File: src/rtl/ps2_key_event_ctrl.sv
// ps2_key_event_ctrl
//   Turns the raw PS/2 byte stream into complete key events. It tracks the
//   E0 (extended), F0 (break) and E1 (Pause) prefixes and drops protocol bytes.
//   It recovers from receiver errors and from prefixes that stall. Finished
//   events are queued in a small show-ahead FIFO with a valid/ready output.
//
// Ports
//   clk_i       board clock (single domain)
//   rst_n_i     synchronous reset, active low
//   rx_data_i   received byte, qualified by rx_valid_i
//   rx_valid_i  1-cycle pulse: rx_data_i holds a good byte
//   rx_err_i    1-cycle pulse: receiver packet failed parity/framing
//   ev_valid_o  FIFO non-empty; head event on ev_code_o/ev_ext_o/ev_break_o
//   ev_ready_i  consumer accepts the head event when ev_valid_o & ev_ready_i
//   ev_code_o   scan code with prefixes stripped (8'hE1 = Pause)
//   ev_ext_o    event was E0-prefixed (or Pause)
//   ev_break_o  1 = key release, 0 = key press
//   overflow_o  sticky: an event was dropped because the FIFO was full
//   err_cnt_o   saturating count of receive errors, sequence errors and timeouts
module ps2_key_event_ctrl #(
    parameter int FIFO_DEPTH     = 4,
    parameter int TIMEOUT_CYCLES = 50000
) (
    input  logic       clk_i,
    input  logic       rst_n_i,
    input  logic [7:0] rx_data_i,
    input  logic       rx_valid_i,
    input  logic       rx_err_i,
    output logic       ev_valid_o,
    input  logic       ev_ready_i,
    output logic [7:0] ev_code_o,
    output logic       ev_ext_o,
    output logic       ev_break_o,
    output logic       overflow_o,
    output logic [7:0] err_cnt_o
);
    localparam int AW = $clog2(FIFO_DEPTH);
    localparam int TW = $clog2(TIMEOUT_CYCLES + 1);
    localparam logic [TW-1:0] TMO_LAST = TW'(TIMEOUT_CYCLES - 1);

    typedef enum logic [2:0] {S_IDLE, S_EXT, S_BRK, S_EXTBRK, S_SKIP} state_t;

    state_t        state_q, state_d;
    logic [2:0]    skip_q, skip_d;
    logic [TW-1:0] tmo_q, tmo_d;
    logic [7:0]    err_q, err_d;
    logic          ovf_q, ovf_d;
    logic [AW:0]   wr_q, wr_d, rd_q, rd_d;
    logic [9:0]    head_q, head_d;          // {ext, brk, code}
    logic [9:0]    mem [FIFO_DEPTH];

    logic          push, push_ok, pop, full, empty, err_ev, is_ign;
    logic [9:0]    push_word;

    assign is_ign = rx_data_i inside {8'h00, 8'hAA, 8'hEE, 8'hFA, 8'hFE, 8'hFF};

    // Prefix sequencer, timeout and error accounting
    always_comb begin
        state_d   = state_q;
        skip_d    = skip_q;
        tmo_d     = tmo_q;
        push      = 1'b0;
        push_word = {2'b00, rx_data_i};
        err_ev    = 1'b0;
        if (rx_err_i) begin
            state_d = S_IDLE;
            skip_d  = 3'd0;
            tmo_d   = '0;
            err_ev  = 1'b1;
        end else if (rx_valid_i) begin
            tmo_d = '0;
            if (state_q == S_SKIP) begin
                // Pause is a fixed 8-byte sequence; swallow the 7 after E1
                if (skip_q == 3'd1) begin
                    push      = 1'b1;
                    push_word = {2'b10, 8'hE1};
                    state_d   = S_IDLE;
                    skip_d    = 3'd0;
                end else begin
                    skip_d = skip_q - 3'd1;
                end
            end else if (rx_data_i == 8'hF0) begin
                if (state_q == S_EXT) begin
                    state_d = S_EXTBRK;
                end else begin
                    state_d = S_BRK;
                    err_ev  = (state_q == S_EXTBRK);
                end
            end else if (rx_data_i == 8'hE0) begin
                state_d = S_EXT;
                err_ev  = (state_q == S_BRK) || (state_q == S_EXTBRK);
            end else if (rx_data_i == 8'hE1) begin
                state_d = S_SKIP;
                skip_d  = 3'd7;
                err_ev  = (state_q != S_IDLE);
            end else if (is_ign) begin
                state_d = S_IDLE;
            end else begin
                push      = 1'b1;
                push_word = {(state_q == S_EXT) || (state_q == S_EXTBRK),
                             (state_q == S_BRK) || (state_q == S_EXTBRK),
                             rx_data_i};
                state_d   = S_IDLE;
            end
        end else if (state_q != S_IDLE) begin
            if (tmo_q == TMO_LAST) begin
                state_d = S_IDLE;
                skip_d  = 3'd0;
                tmo_d   = '0;
                err_ev  = 1'b1;
            end else begin
                tmo_d = tmo_q + TW'(1);
            end
        end else begin
            tmo_d = '0;
        end

        err_d = err_q;
        if (err_ev && (err_q != 8'hFF)) begin
            err_d = err_q + 8'd1;
        end
    end

    // Event FIFO with show-ahead head register
    assign empty   = (wr_q == rd_q);
    assign full    = (wr_q[AW] != rd_q[AW]) && (wr_q[AW-1:0] == rd_q[AW-1:0]);
    assign pop     = !empty && ev_ready_i;
    assign push_ok = push && (!full || pop);

    always_comb begin
        wr_d   = wr_q + (AW+1)'(push_ok);
        rd_d   = rd_q + (AW+1)'(pop);
        ovf_d  = ovf_q | (push && full && !pop);
        head_d = head_q;                    // hold last value when going empty
        if (rd_d != wr_d) begin
            // The new head is the entry being written this cycle only when
            // everything older has already been consumed.
            if (rd_d == wr_q) begin
                head_d = push_word;
            end else begin
                head_d = mem[rd_d[AW-1:0]];
            end
        end
    end

    always_ff @(posedge clk_i) begin
        if (push_ok) begin
            mem[wr_q[AW-1:0]] <= push_word;
        end
    end

    always_ff @(posedge clk_i) begin
        if (!rst_n_i) begin
            state_q <= S_IDLE;
            skip_q  <= 3'd0;
            tmo_q   <= '0;
            err_q   <= 8'd0;
            ovf_q   <= 1'b0;
            wr_q    <= '0;
            rd_q    <= '0;
            head_q  <= '0;
        end else begin
            state_q <= state_d;
            skip_q  <= skip_d;
            tmo_q   <= tmo_d;
            err_q   <= err_d;
            ovf_q   <= ovf_d;
            wr_q    <= wr_d;
            rd_q    <= rd_d;
            head_q  <= head_d;
        end
    end

    assign ev_valid_o = !empty;
    assign ev_ext_o   = head_q[9];
    assign ev_break_o = head_q[8];
    assign ev_code_o  = head_q[7:0];
    assign overflow_o = ovf_q;
    assign err_cnt_o  = err_q;

endmodule

File: config.mk
export PLATFORM = sky130hd
export DESIGN_NAME = ps2_key_event_ctrl
export DESIGN_NICKNAME = d
export VERILOG_FILES = /design/src/rtl/ps2_key_event_ctrl.sv
export SDC_FILE = /design/constraint.sdc
export NUM_CORES = 1
export LEC_CHECK = 0
export ABC_CLOCK_PERIOD_IN_PS = 7200
export BUFFER_PORTS_ARGS = -buffer_cell sky130_fd_sc_hd__buf_2
export CAP_MARGIN = 15
export CORE_MARGIN = 2
export CORE_UTILIZATION = 60
export CTS_CLUSTER_SIZE = 14
export DETAILED_ROUTE_END_ITERATION = 10
export MAX_ROUTING_LAYER = met4
export PLACE_DENSITY = 0.8
export SYNTH_ARGS = -nofsm -noshare
export SYNTH_HDL_FRONTEND = slang
export SYNTH_SLANG_ARGS = --single-unit
File: constraint.sdc
create_clock -name clk_i -period 7.2 [get_ports clk_i]
set_input_delay 0.72 -clock clk_i [delete_from_list [all_inputs] [get_ports clk_i]]
set_output_delay 0.72 -clock clk_i [all_outputs]
set_load 0.01 [all_outputs]
==> flow_metrics.tcl <==
set metrics [dict create \
    status "complete, no violations" \
    cp-endpoint "head_q[9]$_SDFFE_PN0P_" \
    clk_pin_slew_ns 0.08 \
    syn_inst 345 \
    yosysWarnings 0 \
    hold_buffers 0 \
    drt_wl_total_um 7845 \
    hpwl_um 5514 \
    irDropWorstVdd_mv 0.1817 \
    netlist_area_um2 3963 \
    vias 2751 \
    gp_congestion 0.9636 \
    num_io_pins 33 \
    hold_viol 0 \
    power_density_nw_per_um2 267.7 \
    synth_top_area_share_pct 30.31 \
    r2r_cells 10 \
    ys_top_cells_by_count "dfxtp_1, edfxtp_1, nor2_1" \
    critPathArrivalTime_ns 3.85 \
    post_drt_wl_per_cell_um 17.09 \
    fin_cells 459 \
    synth_ff_type "dfxtp_1" \
    drive_above_1_share_pct 17.28 \
    p_total_mw 1.176 \
    die_w_um 85.27 \
    path_cells "buf_2 -> or4_1 -> o211a_1 -> o211ai_1 -> a211o_1 -> or2_2 -> inv_1 -> ha_1 -> ha_1 -> xor2_1 -> nor2_1 -> nand2_1 -> o21ai_0 -> a21boi_0" \
    rrSetupSlack_ns 3.81 \
    slew_headroom_pct 35.95 \
    grt_pass1_vias 2685 \
    dp.cells 444 \
    critPathKind "in -> reg" \
    critPathRequiredTime_ns 7.45 \
    cp-start-kind "input port" \
    cp_top_family "simple AND/OR/NAND/NOR gates" \
    drt_iter0_drc 154 \
    fmax_mhz 277.3 \
    final-setup-viol-count 0 \
    cp_common_cell "ha_1" \
    skew_ns 0.01034 \
    reg2reg_from "wr_q[0]$_SDFF_PN0_" \
    multi_input_area_um2 1745 \
    dpl_worst_slack_ns 3.268 \
    drt-pass1-iter-count 4 \
    setup_slack_ns 3.594 \
    hold_class "reg -> reg" \
    grt_use_total_pct 23.94 \
    cp_num_cells 14 \
    num-fill-cells 485 \
    synth_fp_nets 366 \
    critPathCaptureType "flop" \
    postCtsSetupBuffers 0 \
    ys_seq_elements 87 \
    clk_latency_ns 0.37 \
    yosysTopAreaCell "edfxtp_1" \
    dieArea_um2 7270 \
    ant_nets 0 \
    syn_avg_cell_area_um2 11.49 \
    fin_nets 399 \
    yosys-top-cells-area "edfxtp_1, dfxtp_1, mux4_2" \
    cts_tree "built" \
    core.rowCount 29 \
    cts-root-buf "clkbuf_8" \
    area.sequential_um2 2142 \
    start_util_pct 62.05 \
    rsz0062_at_grt "no" \
    num_antenna_cells 0 \
    async_reset_ff_share_pct 0 \
    viasPerCell 5.993 \
    period_needed_ns 3.606 \
    drv_slew 0 \
    synth_edf_count 40 \
    finalCritPeriodShare_pct 50.08 \
    critPathSlowestCell "or4_1" \
    worst_pin_slew_ns 0.9555 \
    tns_ns 0 \
    crit_buf_inv 2 \
    grt_pass1_wl_um 12970 \
    cts.sinks 87 \
    crit_path_start "rx_data_i[0]" \
    critPathMaxFanout 19 \
    grt_overflow_total 0 \
    grt_max_degree 30 \
    areaGrowthSynthToFinish_pct 10.86 \
    final_util_pct 68.79 \
    cts_resized 0 \
    critPathMaxStageDelay_ns 0.52 \
    port_buffers 32 \
    cellLeakagePower_nw 1.694 \
    die_y_um 85.27 \
    remaining_drc_errors 0 \
    seq_area_frac_synth_pct 54.06 \
    r2r-end "head_q[6]$_SDFFE_PN0P_" \
    yosysMostFrequentCell "dfxtp_1" \
    drv_cap 0 \
    yosysUniqueCellTypes 48 \
    clk_path_buf_depth 2 \
    cts_buffers 9 \
    htree_levels 3 \
    antenna_found_initial 0 \
    core-area_um2 6386 \
]
cell usage in the layout (no fill, tap or decap), types with 8 or more instances in the layout:
master | synthesis | final
nor2_1 | 32 | 32
o21ai_0 | 15 | 15
xnor2_1 | 13 | 13
and2_1 | 15 | 15
buf_2 | 3 | 32
clkbuf_8 | 0 | 10
nand3_1 | 12 | 12
edfxtp_1 | 40 | 40
mux4_2 | 10 | 10
xor2_1 | 12 | 12
nand2_1 | 30 | 30
mux2i_1 | 11 | 11
o211a_1 | 9 | 9
ha_1 | 8 | 8
inv_1 | 10 | 10
dfxtp_1 | 47 | 47
a21oi_1 | 8 | 8
per-stage QoR:
step           area [um^2]  hold WS (ns)
4_1_cts               4393        0.4721
5_1_grt               4393        0.5016
3_3_place_gp          4182        0.4315
3_5_place_dp          4182        0.4557
6_report              4393        0.4665
2_1_floorplan         3963        0.4132
layer usage:
layer / up-vias / track usage, % / wire length (um)
met1: 1351 / 30.21 / 3442
met4: 0 / 8.514 / 119
met3: 11 / 5.058 / 384
met2: 65 / 38.42 / 3900
met5: - / - / 0
li1: 1324 / - / -
worst reg2reg max path, delay by kind of cell, from the launching register on:
family | cells | cell delay (ns)
muxes | 1 | 0.40
xor gates and xnor gates | 2 | 0.40
AOI/OAI and AO/OA | 1 | 0.16
and+or+nand+nor | 4 | 0.94
adders and majority gates | 2 | 0.84
DFF | 1 | 0.53
kinds of logic (layout without fill, tap and decap cells):
logic type	Yosys count	after routing	synth area share, %
and+or+nand+nor	133	133	17.90
xor gates and xnor gates	25	25	5.526
adders and majority gates	8	8	2.526
muxes	21	21	8.462
buffers and inverters	20	57	2.274
DFF	87	87	54.06
AOI/OAI and AO/OA	51	51	9.252
flip-flops by register name (all words and copies together) (netlist names), 3 cells and up:
name       count
mem           40
tmo_q         16
head_q        10
err_cnt_o      8
rd_q           3
skip_q         3
state_q        3
wr_q           3
power breakdown:
group          internal, mW  switching, mW  total (mW)
logic                 0.109          0.132       0.242
clock network         0.202          0.165       0.367
registers             0.549         0.0191       0.568
how the worst min path moves through the flow:
stage,from,end,cells after the start
after floorplan,tmo_q[0]$_SDFF_PP0_,tmo_q[0]$_SDFF_PP0_,1
after global placement,tmo_q[0]$_SDFF_PP0_,tmo_q[0]$_SDFF_PP0_,1
after global routing,tmo_q[0]$_SDFF_PP0_,tmo_q[0]$_SDFF_PP0_,1
after CTS,tmo_q[0]$_SDFF_PP0_,tmo_q[0]$_SDFF_PP0_,1
after detailed placement,overflow_o$_SDFF_PN0_,overflow_o$_SDFF_PN0_,2
final,overflow_o$_SDFF_PN0_,overflow_o$_SDFF_PN0_,2
cell type report:
class | instances | share of cell area, %
Sequential cell | 87 | 48.76
Multi-Input combinational cell | 238 | 39.73
Timing Repair Buffer | 32 | 3.646
Clock buffer | 11 | 3.218
Tap cell | 77 | 2.193
Clock inverter | 4 | 1.595
Inverter | 10 | 0.8545
Note: power is estimated with default switching activity, not from simulation.
